$ cat src/rtl/ram_dp.sv
// Byte-enable 1W/1R RAM with registered read; a clear sweep zeroes the array after reset or clr.
// Read latency one cycle; requests are ignored (not queued) while busy.
module ram_dp #(
  parameter int DATA_W  = 8,
  parameter int ADDR_W  = 4,
  parameter int WR_MODE = 0
) (
  input  logic                clk,
  input  logic                rst,
  input  logic                ce,
  input  logic                we,
  input  logic [DATA_W/8-1:0] be,
  input  logic [ADDR_W-1:0]   addr_w,
  input  logic [DATA_W-1:0]   data_w,
  input  logic                re,
  input  logic [ADDR_W-1:0]   addr_r,
  output logic [DATA_W-1:0]   data_r,
  output logic                valid_r,
  input  logic                clr,
  output logic                busy
);
  localparam int NB    = DATA_W / 8;
  localparam int DEPTH = 1 << ADDR_W;

  typedef enum logic {S_CLEAR, S_IDLE} state_t;

  state_t            r_state;
  state_t            w_state_nxt;
  logic [ADDR_W-1:0] r_cnt;
  logic [ADDR_W-1:0] w_cnt_nxt;
  logic [DATA_W-1:0] r_mem [DEPTH];
  logic [DATA_W-1:0] r_data_r;
  logic              r_valid_r;
  logic              w_idle;
  logic              w_wr_acc;
  logic              w_rd_acc;
  logic [DATA_W-1:0] w_wr_merged;
  logic [DATA_W-1:0] w_rd_dat;

  assign w_idle   = (r_state == S_IDLE);
  assign w_wr_acc = w_idle & ~clr & ce & we;
  assign w_rd_acc = w_idle & ~clr & ce & re;

  assign busy    = (r_state == S_CLEAR);
  assign data_r  = r_data_r;
  assign valid_r = r_valid_r;

  always_comb begin
    w_wr_merged = r_mem[addr_w];
    for (int i = 0; i < NB; i++) begin
      if (be[i]) w_wr_merged[8*i +: 8] = data_w[8*i +: 8];
    end
  end

  // Read-new forwards the merged write word; read-old simply sees the array before the edge.
  always_comb begin
    w_rd_dat = r_mem[addr_r];
    if (WR_MODE == 1 && w_wr_acc && addr_w == addr_r) w_rd_dat = w_wr_merged;
  end

  always_comb begin
    w_state_nxt = r_state;
    w_cnt_nxt   = r_cnt;
    if (clr) begin
      w_state_nxt = S_CLEAR;
      w_cnt_nxt   = '0;
    end else if (r_state == S_CLEAR) begin
      w_cnt_nxt = r_cnt + 1'b1;
      if (r_cnt == '1) w_state_nxt = S_IDLE;
    end
  end

  always_ff @(posedge clk or posedge rst) begin
    if (rst) begin
      r_state   <= S_CLEAR;
      r_cnt     <= '0;
      r_data_r  <= '0;
      r_valid_r <= 1'b0;
    end else begin
      r_state   <= w_state_nxt;
      r_cnt     <= w_cnt_nxt;
      r_valid_r <= w_rd_acc;
      if (w_rd_acc) r_data_r <= w_rd_dat;
    end
  end

  // Array has no reset; the sweep owns it while clearing.
  always_ff @(posedge clk) begin
    if (r_state == S_CLEAR) begin
      r_mem[r_cnt] <= '0;
    end else if (w_wr_acc) begin
      r_mem[addr_w] <= w_wr_merged;
    end
  end

endmodule

$ cat config.mk
export PLATFORM = sky130hd
export DESIGN_NAME = ram_dp
export DESIGN_NICKNAME = d
export VERILOG_FILES = /design/src/rtl/ram_dp.sv
export SDC_FILE = /design/constraint.sdc
export NUM_CORES = 1
export LEC_CHECK = 0
export CAP_MARGIN = 0
export CELL_PAD_IN_SITES_DETAIL_PLACEMENT = 0
export CELL_PAD_IN_SITES_GLOBAL_PLACEMENT = 1
export CORE_UTILIZATION = 45
export CTS_BUF_LIST = sky130_fd_sc_hd__clkbuf_8
export CTS_CLUSTER_SIZE = 25
export DETAILED_ROUTE_END_ITERATION = 10
export PLACE_DENSITY_LB_ADDON = 0.1
export SLEW_MARGIN = 20
export SYNTH_ARGS = -nofsm -noshare
export SYNTH_HDL_FRONTEND = slang
export SYNTH_SLANG_ARGS = --single-unit
$ cat constraint.sdc
create_clock -name clk -period 2.4 [get_ports clk]
set_input_delay 0.48 -clock clk [delete_from_list [all_inputs] [get_ports clk]]
set_output_delay 0.48 -clock clk [all_outputs]
set_load 0.02 [all_outputs]
### Yosys cells after proc, flatten, opt, wreduce, memory -nomap -nowiden

Memories as Yosys holds them, arrays and structs flattened. A register that Yosys moved wholly into a read port is not among the register bits.
Index checks and enable logic that the tools add are counted.
Widths: inputs -> output; s select.

* $add $sub $neg: 1
* equal/unequal tests: 3
* muxes and demuxes: 13
* reduce and logical (&&, ||, !) cells: 2
* bitwise logic cells: 6

Operator list (number)
* $mux 8: 2
* $mux 4: 3
* $mux 1: 8
* $reduce_or 8->1: 1
* $add 4x1->4 const B: 1
* $and 1x1->1: 4
* $eq 4x4->1 const B: 1
* $ne 2x2->1 const B: 1
* $not 1->1: 2
* $reduce_and 2->1: 1
* $ne 1x1->1 const B: 1

* bits in registers: 6
* bits in writable memories: 128
* output and inout port bits: 10
* memories kept: 1
* input bits: 23

Memory list
* r_mem: words 16, width 8, rd ports 1, clocked after memory_dff 1, write ports 1, line 31 `logic [DATA_W-1:0] r_mem [DEPTH];`

### Logic depth before layout (Yosys ltp)

* depth after elaboration: 10
* mapped depth: 7

### Worst setup path after synthesis

Ideal clock, no wire load.

* path type: input port to flip-flop
* from: input port clr
* to: memory r_mem[15][0] (enable)
* slack: 255 ps
* stages: 4
* arrival time: 1775 ps
* data required time: 2030 ps
* path through: clkbuf_1 > nor3_4 > mux2_2 > nor2_1

* longest elaborated chain between the ends: 10
* elaborated cells between the ends (all ways): 11

Ends and longest elaborated chain
* start: declaration: line 19 `input logic clr,`
* $not 1->1 (*): line 41 `assign w_wr_acc = w_idle & ~clr & ce & we;`
* $and 1x1->1 (*) (3 in series): line 41
* $mux 1 (*): line 91 `end else if (w_wr_acc) begin`
* $mux 1 (*): line 89 `if (r_state == S_CLEAR) begin`
* $mux 1 (implied by the code) (*): line 92 `r_mem[addr_w] <= w_wr_merged;`
* $reduce_and 2->1 (no source line) (*)
* $reduce_or 8->1 (no source line)
* $mux 4 (no source line) or $mux 1 (tied branches)
* end: declaration: line 31

Mark *: on every way between the ends. The rest lies on a longest branch, timed or not.

### Final worst setup path

* from: register r_state
* to: output port busy

* longest elaborated chain between the ends: 1

Ends and longest elaborated chain
* start: declaration: line 27 `state_t r_state;`
* start signal: assignment: line 80 `r_state <= w_state_nxt;`
* $not 1->1
* end: declaration: line 20 `output logic busy`

Every way passes these cells.

==> flow_summary_export.csv <==
group,metric,value,unit
global_route,grt.busiest_layer,"met2",
layout,most-common-layout-cells,"edfxtp_1, clkdlybuf4s50_1, buf_4",
pwr,p_leak,2.74,nW
placement,hpwl,7680,um
drt,ant_nets,0,
pwr,total_power,4.90,mW
drt,drt-total-wl,11600,um
pwr,powerDensity,704,mW/mm^2
clock_network,root_buffer,"clkbuf_8",
global_route,use_met2,0.294,
layout,postLayoutCellArea,0.00696,mm^2
clock_network,cts_setup_buffers,0,
synthesis,syn_area_per_cell,18.7,um^2
global_route,grt_pass1_vias,2990,
worst_setup_path,end_kind,"output port",
global_route,use_met3,0.0476,
global_route,antenna_found_initial,0,
worst_setup_path,cp.required,1.92,ns
sta,rsz0062_at_grt,"no",
sta,finalMaxSlewViolations,0,
sta,setup_ws,0.286,ns
sta,worst_hold_slack,0.443,ns
floorplanning,core,0.0126,mm^2
global_route,globalRouteTotalUtil,0.190,
layout,final_core_util,0.552,
drt,first_pass_iters,4,
layout,diodes,0,
floorplanning,initial_utilization,0.463,
sta,finalSetupViolCount,0,
sta,worst_slew_pin_slew,0.647,ns
clock_network,cts_max_path_buffers,2,
floorplanning,die_area,0.0135,mm^2
worst_setup_path,cp.arrival,1.63,ns
synthesis,ys_ff_latch,142,
worst_setup_path,path_max_fanout,8,
global_route,use_met1,0.268,
layout,layout.cells.non_filler,566,
global_route,grt_pass1_wl,17700,um
clock_network,cts_buffers,17,
layout,drive_gt1_frac,0.188,
floorplanning,die-width,116,um
layout,area_growth,19.1,%
flow_run,maxCapViolations,0,
floorplanning,fp.dieH,116,um
placement,placed_cells,535,
synthesis,ys.flop_type,"edfxtp_1",
global_route,grt_max_degree,30,
floorplanning,rows,41,
drt,wl_per_cell,20.4,um
synthesis,synth_area,0.00585,mm^2
drt,drc,0,
synthesis,synthArstFlopShare,0.0986,
synthesis,synth_fp_nets,336,
sta,hold_viol_final,0,
synthesis,synth_enable_flop_cells,128,
sta,fin_setup_tns,0,ns
sta,clock_skew,0.00795,ns
clock_network,cts_sinks,142,
drt,vias,2966,
clock_network,cts_hold_buffers,0,
placement,dp_slack,-0.0566,ns
worst_setup_path,crit_type,"flop to output port",
drt,drtIter0Drc,199,
placement,dpl_cell_area,0.00656,mm^2
status,status,"finished, final reports clean",
sta,finalCritPeriodShare,0.881,
clock_network,clk_latency,0.43,ns
pwr,vdd_drop_max,0.329,mV
sta,clock.fmax,473,MHz
drt,viasPerCell,5.24,
sta,max-slew-margin-rel,0.568,
placement,gp_congestion,0.706,
clock_network,htree_levels,4,
hold_path,hold_class,"input pin to asynchronous set/reset pin",
clock_network,cts_resized,0,
layout,num-fill-cells,1028,
synthesis,synth_warnings,0,
placement,portBuffers,32,
synthesis,synth.distinct_cells,33,
layout,nNetsFinal,406,
worst_setup_path,r2r_setup_slack,0.37,ns
layout,layout_commonest_cell,"edfxtp_1",
worst_setup_path,start_kind,"flop",
synthesis,synthCells,312,
clock_network,cts_tree,"yes",
floorplanning,num_io_pins,33,
sta,period_minus_slack,2.11,ns
clock_network,clk_pin_slew,0.08,ns
global_route,overflow,0,
synthesis,synth_seq_area_share,0.717,
==> state kept, by name, summed over array words and instances, names as in the netlist <==
register / cells
r_cnt: 4
r_mem: 128
data_r: 8
valid_r: 1
r_state: 1
==> cells by family (layout without fill, tap and decap cells) <==
kind of cell               count (synthesis)  in the layout  synth area share
buffers and inverters                     22            104            0.0278
DFF                                      142            142             0.717
adders and majority gates                  1              1           0.00214
AOI/OAI and AO/OA                         13             13            0.0171
and+or+nand+nor                           92             92            0.0824
muxes                                     39             39             0.149
xor gates and xnor gates                   3              3           0.00450
==> cell usage after synthesis, types with 2 or more instances <==
library cell    n  area share
a32oi_1         4      0.0060
and2_1          9      0.0096
buf_12          2      0.0068
buf_2           4      0.0034
clkbuf_1        5      0.0032
clkbuf_8        2      0.0047
dfrtp_1        14       0.060
edfxtp_1      128        0.66
inv_1           5      0.0032
mux2i_1         8       0.014
mux4_1         27        0.12
mux4_2          3       0.012
nand2_1        12      0.0077
nand2b_1        7      0.0075
nand3_1        19       0.016
nand4_1         9      0.0096
nor2_1         24       0.015
nor2b_1         8      0.0086
o211ai_1        7      0.0090
xnor2_1         2      0.0030
==> where the power goes <==
group	internal (mW)	switching, mW	leakage, nW
logic	0.132	0.135	0.964
registers	2.72	0.0197	1.58
clock network	1.02	0.876	0.192
==> per-layer routing <==
metal  vias up  share of wire
li1       1398              -
met1      1490           0.47
met2        72           0.47
met3         6          0.049
met4         0         0.0067
met5         -              0
==> layout make-up <==
cell class / instances / area (um^2) / area share
flip-flops and latches: 142 / 4190 / 0.602
multi-input cells: 148 / 1490 / 0.214
repair buffers: 67 / 641 / 0.0920
clock buffers: 17 / 234 / 0.0336
well taps: 172 / 215 / 0.0309
clock inverters: 14 / 169 / 0.0243
inverters: 6 / 22.5 / 0.00323
==> worst max-delay path, stage by stage (launching register included) <==
cell,delay (ns)
dfrtp_1,0.49
inv_1,0.11
clkdlybuf4s50_1,0.61
==> worst paths after layout <==
| kind | from | end | depth (start not counted) |
|---|---|---|---|
| hold / removal | rst | r_cnt[3]$_DFFE_PP0P_ | 2 |
| setup / recovery | r_state$_DFF_PP0_ | busy | 2 |
| min in group clk | data_r[6]$_DFFE_PP0P_ | data_r[6]$_DFFE_PP0P_ | 2 |
| setup reg to reg | r_state$_DFF_PP0_ | r_mem[0][5]$_DFFE_PP_ | 6 |
| hold reg to reg | data_r[6]$_DFFE_PP0P_ | data_r[6]$_DFFE_PP0P_ | 2 |
| max in group asynchronous | rst | r_cnt[1]$_DFFE_PP0P_ | 2 |
Note: power is estimated with default switching activity, not from simulation.
